===== src/rtl/dv_apb_target_mem.sv =====
// dv_apb_target_mem: simulation APB completer with a word-addressed memory,
// programmable wait states, error injection, sticky protocol-violation flag
// and completed-transfer counters.
module dv_apb_target_mem #(
  parameter int APB_ADDR_WIDTH = 32,
  parameter int APB_DATA_WIDTH = 32,
  parameter int DEPTH          = 64,
  parameter int CNT_WIDTH      = 16
) (
  input  logic                      pclk_i,
  input  logic                      prst_i,
  input  logic                      psel_i,
  input  logic                      penable_i,
  input  logic [APB_ADDR_WIDTH-1:0] paddr_i,
  input  logic                      pwrite_i,
  input  logic [APB_DATA_WIDTH-1:0] pwdata_i,
  output logic [APB_DATA_WIDTH-1:0] prdata_o,
  output logic                      pready_o,
  output logic                      psuberr_o,
  input  logic [3:0]                wait_cycles_i,
  input  logic                      err_inject_i,
  output logic                      proto_err_o,
  output logic [CNT_WIDTH-1:0]      wr_count_o,
  output logic [CNT_WIDTH-1:0]      rd_count_o
);

  localparam int          IDX_W   = (DEPTH > 1) ? $clog2(DEPTH) : 1;
  localparam logic [10:0] DEPTH_L = 11'(DEPTH);
  localparam logic [CNT_WIDTH-1:0] CNT_ONE = {{(CNT_WIDTH-1){1'b0}}, 1'b1};

  localparam logic [0:0] ST_IDLE   = 1'b0;
  localparam logic [0:0] ST_ACCESS = 1'b1;

  logic [0:0]                r_state;
  logic [APB_ADDR_WIDTH-1:0] r_addr;
  logic [IDX_W-1:0]          r_idx;
  logic                      r_write;
  logic [APB_DATA_WIDTH-1:0] r_wdata;
  logic                      r_err;
  logic [3:0]                r_wait_cnt;
  logic                      r_pready;
  logic                      r_psuberr;
  logic [APB_DATA_WIDTH-1:0] r_prdata;
  logic                      r_proto_err;
  logic [CNT_WIDTH-1:0]      r_wr_count;
  logic [CNT_WIDTH-1:0]      r_rd_count;
  logic [APB_DATA_WIDTH-1:0] r_mem [DEPTH];

  logic                      w_setup;
  logic                      w_enable;
  logic [IDX_W-1:0]          w_idx;
  logic                      w_setup_err;
  logic [APB_DATA_WIDTH-1:0] w_setup_rdata;
  logic [APB_DATA_WIDTH-1:0] w_wait_rdata;
  logic                      w_complete;
  logic                      w_commit;
  logic                      w_changed;

  // Decode of the setup phase and of the latched transfer; only the low
  // 12 address bits select a word, the full address is kept so any change
  // during the access phase can be spotted.
  always_comb begin
    w_setup       = psel_i & ~penable_i;
    w_enable      = psel_i & penable_i;
    w_idx         = paddr_i[IDX_W+1:2];
    w_setup_err   = (paddr_i[1:0] != 2'b00) |
                    ({1'b0, paddr_i[11:2]} >= DEPTH_L) |
                    err_inject_i;
    w_setup_rdata = (!pwrite_i && !w_setup_err) ? r_mem[w_idx] : '0;
    w_wait_rdata  = (!r_write && !r_err) ? r_mem[r_idx] : '0;
    w_complete    = (r_state == ST_ACCESS) & w_enable & r_pready;
    w_commit      = w_complete & r_write & ~r_err;
    w_changed     = (r_state == ST_ACCESS) & psel_i &
                    ((paddr_i != r_addr) | (pwrite_i != r_write));
  end

  // Transfer FSM: latches the request at setup, counts wait states, and
  // presents registered response data on the edge pready rises.
  always_ff @(posedge pclk_i or posedge prst_i) begin
    if (prst_i) begin
      r_state     <= ST_IDLE;
      r_addr      <= '0;
      r_idx       <= '0;
      r_write     <= 1'b0;
      r_wdata     <= '0;
      r_err       <= 1'b0;
      r_wait_cnt  <= 4'd0;
      r_pready    <= 1'b0;
      r_psuberr   <= 1'b0;
      r_prdata    <= '0;
      r_proto_err <= 1'b0;
      r_wr_count  <= '0;
      r_rd_count  <= '0;
    end else begin
      if (w_changed) begin
        r_proto_err <= 1'b1;
      end
      case (r_state)
        ST_IDLE: begin
          if (w_setup) begin
            r_state    <= ST_ACCESS;
            r_addr     <= paddr_i;
            r_idx      <= w_idx;
            r_write    <= pwrite_i;
            r_wdata    <= pwdata_i;
            r_err      <= w_setup_err;
            r_wait_cnt <= wait_cycles_i;
            if (wait_cycles_i == 4'd0) begin
              r_pready  <= 1'b1;
              r_prdata  <= w_setup_rdata;
              r_psuberr <= w_setup_err;
            end
          end else if (w_enable) begin
            r_proto_err <= 1'b1;
          end
        end
        ST_ACCESS: begin
          if (!psel_i) begin
            r_state     <= ST_IDLE;
            r_pready    <= 1'b0;
            r_psuberr   <= 1'b0;
            r_prdata    <= '0;
            r_proto_err <= 1'b1;
          end else if (penable_i) begin
            if (r_pready) begin
              r_state   <= ST_IDLE;
              r_pready  <= 1'b0;
              r_psuberr <= 1'b0;
              r_prdata  <= '0;
              if (!r_err) begin
                if (r_write) begin
                  r_wr_count <= r_wr_count + CNT_ONE;
                end else begin
                  r_rd_count <= r_rd_count + CNT_ONE;
                end
              end
            end else begin
              r_wait_cnt <= r_wait_cnt - 4'd1;
              if (r_wait_cnt == 4'd1) begin
                r_pready  <= 1'b1;
                r_prdata  <= w_wait_rdata;
                r_psuberr <= r_err;
              end
            end
          end
        end
        default: r_state <= ST_IDLE;
      endcase
    end
  end

  // Word storage: cleared by reset, written only when a non-error write completes.
  always_ff @(posedge pclk_i or posedge prst_i) begin
    if (prst_i) begin
      for (int i = 0; i < DEPTH; i++) begin
        r_mem[i] <= '0;
      end
    end else if (w_commit) begin
      r_mem[r_idx] <= r_wdata;
    end
  end

  assign prdata_o    = r_prdata;
  assign pready_o    = r_pready;
  assign psuberr_o   = r_psuberr;
  assign proto_err_o = r_proto_err;
  assign wr_count_o  = r_wr_count;
  assign rd_count_o  = r_rd_count;

endmodule


===== config.mk =====
export PLATFORM = sky130hd
export DESIGN_NAME = dv_apb_target_mem
export DESIGN_NICKNAME = d
export VERILOG_FILES = /design/src/rtl/dv_apb_target_mem.sv
export SDC_FILE = /design/constraint.sdc
export NUM_CORES = 2
export LEC_CHECK = 0
export BUFFER_PORTS_ARGS = -buffer_cell sky130_fd_sc_hd__clkbuf_2
export CELL_PAD_IN_SITES_DETAIL_PLACEMENT = 1
export CELL_PAD_IN_SITES_GLOBAL_PLACEMENT = 2
export CORE_ASPECT_RATIO = 1.5
export CORE_UTILIZATION = 40
export CTS_CLUSTER_SIZE = 10
export DETAILED_ROUTE_END_ITERATION = 8
export GPL_ROUTABILITY_DRIVEN = 1
export PLACE_DENSITY = 0.82
export RECOVER_POWER = 25
export SYNTH_ARGS = -nofsm -noshare
export SYNTH_HDL_FRONTEND = slang
export SYNTH_SLANG_ARGS = --single-unit

===== constraint.sdc =====
create_clock -name pclk_i -period 102.6 [get_ports pclk_i]
set_clock_uncertainty 0.1 [all_clocks]
set_input_delay 5.13 -clock pclk_i [delete_from_list [all_inputs] [get_ports pclk_i]]
set_output_delay 5.13 -clock pclk_i [all_outputs]
set_load 0.005 [all_outputs]

## After elaboration in Yosys (flattened, before gate mapping)

Cells that the tools add are included.
Widths: inputs -> output; s select.

| storage, ports and cells | value |
|---|---|
| flip-flop bits (word level) | 2192 |
| latch bits | 0 |
| memory bits (writable) | 0 |
| ROM bits | 0 |
| memories | 0 |

| operators by class | value |
|---|---|
| $add $sub $neg | 3 |
| multipliers | 0 |
| divide/modulo/power cells | 0 |
| magnitude comparators | 4 |
| eq/ne operators | 10 |
| shift-type cells | 0 |
| multiplexer cells | 47 |
| bitwise logic cells | 17 |
| reduce and logical (&&, ||, !) cells | 15 |

Operator list:

| operator | count |
|---|---|
| $bwmux 2048 | 1 |
| $mux 32 | 13 |
| $bmux 32 s6 | 2 |
| $demux 32 s6 | 1 |
| $pmux 32 s2 | 1 |
| $add 16x1->16 const B | 2 |
| $ne 32x32->1 | 1 |
| $mux 1 | 20 |
| $mux 4 | 4 |
| $ge 7x7->1 const B | 2 |
| $not 6->7 | 2 |
| $reduce_and 6->1 | 2 |
| $ge 10x7->1 const B | 1 |
| $ne 2x2->1 const B | 5 |
| $and 1x1->1 | 8 |
| $pmux 1 s2 | 4 |
| $pmux 4 s2 | 1 |
| $reduce_and 4->1 | 2 |
| $lt 7x1->1 const B | 1 |
| $eq 4x1->1 const B | 1 |
| $logic_not 1->1 | 4 |
| $logic_not 4->1 | 1 |
| $ne 4x2->1 const B | 1 |
| $not 1->1 | 4 |
| 8 further kinds | 12 |

## Logic depth before layout (Yosys ltp)

| logic depth | value |
|---|---|
| depth after elaboration | 10 |
| depth in mapped cells | 12 |

## Least setup slack after synthesis

Ideal clock, no wire load.

| timing | value |
|---|---|
| path kind | in2reg |
| from | in paddr_i[2] |
| to | reg r_prdata[27] (netlist: prdata_o[27]) |
| library setup time | 0.128 ns |
| arrival | 7.157 ns |
| required time | 102.372 ns |
| path slack | 95.215 ns |
| cell stages on the path | 8 |
| cell sequence | buf_2 > buf_6 > buf_4 > buf_2 > mux4_2 > mux4_2 > o2111ai_1 > nand3_1 |

| between the ends | value |
|---|---|
| word-level cells in the longest chain between the ends | 9 |
| elaborated cells on any way between the ends | 13 |
| classes of those cells | order compare: 1; mux: 7; bitwise: 3; reduce/logical: 2 |

Ends and longest elaborated chain:

| element | RTL line | source |
|---|---|---|
| from (decl) | 14 | `input logic [APB_ADDR_WIDTH-1:0] paddr_i,` |
| $ge 10x7->1 | 67 | `({1'b0, paddr_i[11:2]} >= DEPTH_L) \|` |
| $or 1x1->1 | 66 | `w_setup_err = (paddr_i[1:0] != 2'b00) \|` |
| $or 1x1->1 | 67 |  |
| $logic_not 1->1 | 69 | `w_setup_rdata = (!pwrite_i && !w_setup_err) ? r_mem[w_idx] : '0;` |
| $logic_and 1x1->1 | 69 |  |
| $mux 32 * | 69 |  |
| $mux 32 * | 108 | `if (wait_cycles_i == 4'd0) begin` |
| $mux 32 * | 100 | `if (w_setup) begin` |
| $pmux 32 s2 * | 98 | `case (r_state)` |
| to (signal assigned) | 110 | `r_prdata <= w_setup_rdata;` |
| to (signal assigned) | 141 | `r_prdata <= w_wait_rdata;` |
| to (decl) | 43 | `logic [APB_DATA_WIDTH-1:0] r_prdata;` |

Mark *: on every way between the ends. The rest lies on a longest branch, timed or not. The select of a mux whose other input is x is not followed.
A chain may end at the register's enable or synchronous reset.

==> results.sh <==
export IMPL_synth_warnings=0
export IMPL_fin_crit_ns=18.75
export IMPL_crit_family="buffers and inverters"
export IMPL_worst_pin_slew_ns=8.86
export IMPL_drtIter0Drc=10900
export IMPL_core_mm2=0.276
export IMPL_grt_pass1_vias=88400
export IMPL_ys_seq_area_share_pct=49.3
export IMPL_hold_viol_final=0
export IMPL_hpwl_mm=273
export IMPL_peakVddDrop_mv=0.0152
export IMPL_fin_total_pwr_uw=1930
export IMPL_drive_gt1_share_pct=39.8
export IMPL_die_w_um=432
export IMPL_cp_end_kind="async pin"
export IMPL_antenna_found_initial=49
export IMPL_htreeDepth=4
export IMPL_max_cap_violations=31
export IMPL_async_flop_share_pct=100
export IMPL_cts_buffers=246
export IMPL_die_y_um=647
export IMPL_critPathKind="in2async"
export IMPL_grt_busiest_layer="met2"
export IMPL_grt_use_total_pct=34.6
export IMPL_use_met2_pct=52.3
export IMPL_wl_per_cell_um=41.7
export IMPL_hold_buffers=0
export IMPL_use_met1_pct=40.1
export IMPL_clock_root_buffer="clkbuf_16"
export IMPL_drc=0
export IMPL_drtAntennaViolNets=0
export IMPL_rsz0062_at_grt="false"
export IMPL_slew_violations=1167
export IMPL_syn2layout_area_growth_pct=9.14
export IMPL_ctsLongestPathBuffers=4
export IMPL_gp_congestion=0.889
export IMPL_synth_avg_cell_area_um2=13.4
export IMPL_io_buffer_count=140
export IMPL_crit_arrival_ns=17.47
export IMPL_clock_sinks=2186
export IMPL_violations="max-capacitance violations, max-slew violations"
export IMPL_final_cell_area_mm2=0.121
export IMPL_vias_per_cell=7.24
export IMPL_cp_depth=4
export IMPL_cts_resized=0
export IMPL_layoutNonFillerInstCount=11700
export IMPL_max_slew_margin_pct=-490
export IMPL_p_leak_uw=0.0536
export IMPL_grt_max_degree=174
export IMPL_critPathMaxStageDelay_ns=6.19
export IMPL_status="complete, but fails checks"
export IMPL_firstDrtPassIters=6
export IMPL_powerDensity_mw_per_mm2=15.9
export IMPL_min_path_type="reg2reg"
export IMPL_met3_usage_pct=10.7
export IMPL_start_util_pct=40.2
export IMPL_syn_nets=8333
export IMPL_period_share_pct=18.3
export IMPL_fin_setup_tns_ns=0
export IMPL_cts_tree="built"
export IMPL_grt_ovfl_total=0
export IMPL_post_place_ws_ns=92.65
export IMPL_worstSkewPairLatency_ns=0.96
export IMPL_synthFlopType="dfrtp_1"
export IMPL_totalWireLength_mm=490
export IMPL_synthCells=8253
export IMPL_synth_edf_count=0
export IMPL_fmax_mhz=53.3
export IMPL_placedCellCount=11400
export IMPL_critical_path_slowest_cell="clkbuf_1"
export IMPL_required_ns=101.32
export IMPL_critPathMaxFanout=159
export IMPL_vias=85000
export IMPL_rows=236
export IMPL_grt_pass1_wl_mm=690
export IMPL_setup_slack_ns=83.85
export IMPL_reg2reg_depth=7
export IMPL_synth_cell_types=77
export IMPL_cts_clk_slew_worst_paths_ns=0.06
export IMPL_syn_area_mm2=0.111
export IMPL_ys_seq_elements=2186
export IMPL_hold_depth=1
export IMPL_post_cts_buffers=0
export IMPL_die_area_mm2=0.280
export IMPL_crit_chain="clkbuf_1 > clkinvlp_2 > clkbuf_1 > clkbuf_1"
export IMPL_start_kind="primary input"
export IMPL_crit_path_frequent_cell="clkbuf_1"
export IMPL_setup_viol=0
export IMPL_nNetsFinal=8063
export IMPL_io_pins=141
export IMPL_crit_buf_inv=4
export IMPL_dpl_cell_area_mm2=0.115
## sequential cells by signal, summed over array words and instances (netlist names)
signal / cells
r_mem: 2048
prdata_o: 32
r_addr: 32
r_wdata: 32
rd_count_o: 16
wr_count_o: 16
r_wait_cnt: 4
pready_o: 1
proto_err_o: 1
psuberr_o: 1
r_err: 1
r_state: 1
r_write: 1
## placed cells by master, fill, tap and decap left out, drive strengths merged, types with 12 or more instances in the layout
cell / instances
nand2: 93
a2111oi: 12
a31oi: 116
xnor2: 22
mux2: 2127
nand3: 55
inv: 14
a221oi: 215
nor2: 141
buf: 230
o22ai: 16
o21ai: 91
clkbuf: 426
xor2: 41
nor3: 57
and3: 12
a41oi: 88
mux2i: 290
nand4: 65
a22o: 130
a221o: 36
a211o: 12
nor4: 47
a21oi: 95
mux4: 388
diode: 38
a22oi: 844
dfrtp: 2186
## final timing paths
kind	to	slack, ns	start
min in group asynchronous	r_wdata[12]	5.95	prst_i
worst min-delay path	wr_count_o[15]	0.38	wr_count_o[15]
max in group pclk_i	r_mem[1406]	92.36	psel_i
worst min register to register	wr_count_o[15]	0.38	wr_count_o[15]
worst max-delay path	r_mem[1478]	83.85	prst_i
worst max register to register	r_mem[1406]	96.06	r_state
## layer usage
layer  wire, um  vias to the layer above  share of wire [%]
met5        318                        -              0.065
met4      47100                       42                9.6
met3      53600                     2212                 11
met2     220000                     6183                 45
met1     169000                    45100                 35
li1           -                    31400                  -
## power breakdown
group / internal (uW) / switching [uW]
Sequential: 870 / 10.8
Clock: 426 / 357
Combinational: 41.9 / 222
Total: 1340 / 589
## synth_stat cells (all sizes together) (13+ instances only)
| cell type | instances | area [um^2] |
|---|---|---|
| a21oi | 95 | 475 |
| a221o | 36 | 360 |
| a221oi | 215 | 1880 |
| a22o | 130 | 1140 |
| a22oi | 844 | 6340 |
| a31oi | 116 | 726 |
| a41oi | 88 | 771 |
| buf | 495 | 2580 |
| clkbuf | 410 | 1540 |
| dfrtp | 2186 | 54700 |
| inv | 13 | 48.8 |
| mux2 | 2127 | 24000 |
| mux2i | 290 | 2900 |
| mux4 | 388 | 8740 |
| nand2 | 93 | 349 |
| nand3 | 55 | 275 |
| nand4 | 65 | 407 |
| nor2 | 141 | 529 |
| nor3 | 57 | 285 |
| nor4 | 47 | 300 |
| o21ai | 91 | 455 |
| o22ai | 16 | 100 |
| xnor2 | 22 | 193 |
| xor2 | 41 | 359 |
## logic make-up after synthesis
kind of cell / after synthesis / synth area share [%]
AO/OA/AOI/OAI: 1732 / 11.8
adder cells (fa/ha/maj): 6 / 0.0676
buffers and inverters: 918 / 3.76
XOR/XNOR: 63 / 0.497
multiplexers: 2805 / 32.1
AND/OR/NAND/NOR: 543 / 2.48
flip-flops: 2186 / 49.3
## metrics by stage
stage          util, %  hold slack, ns
2_1_floorplan        -           0.368
3_3_place_gp      41.7           0.359
3_5_place_dp      41.7           0.385
4_1_cts           44.0           0.395
5_1_grt           43.9           0.418
6_report          43.9           0.381
## layout make-up
| class | instances | area, um^2 |
|---|---|---|
| diodes | 38 | 95.1 |
| clock buffers | 269 | 6320 |
| clock inverters | 4 | 63.8 |
| fillers | 27800 | 155000 |
| inverters | 13 | 57.6 |
| multi-input cells | 5149 | 52600 |
| flip-flops and latches | 2186 | 54700 |
| well taps | 3689 | 4620 |
| repair buffers | 387 | 2660 |
(Power assumes the default switching activity.)
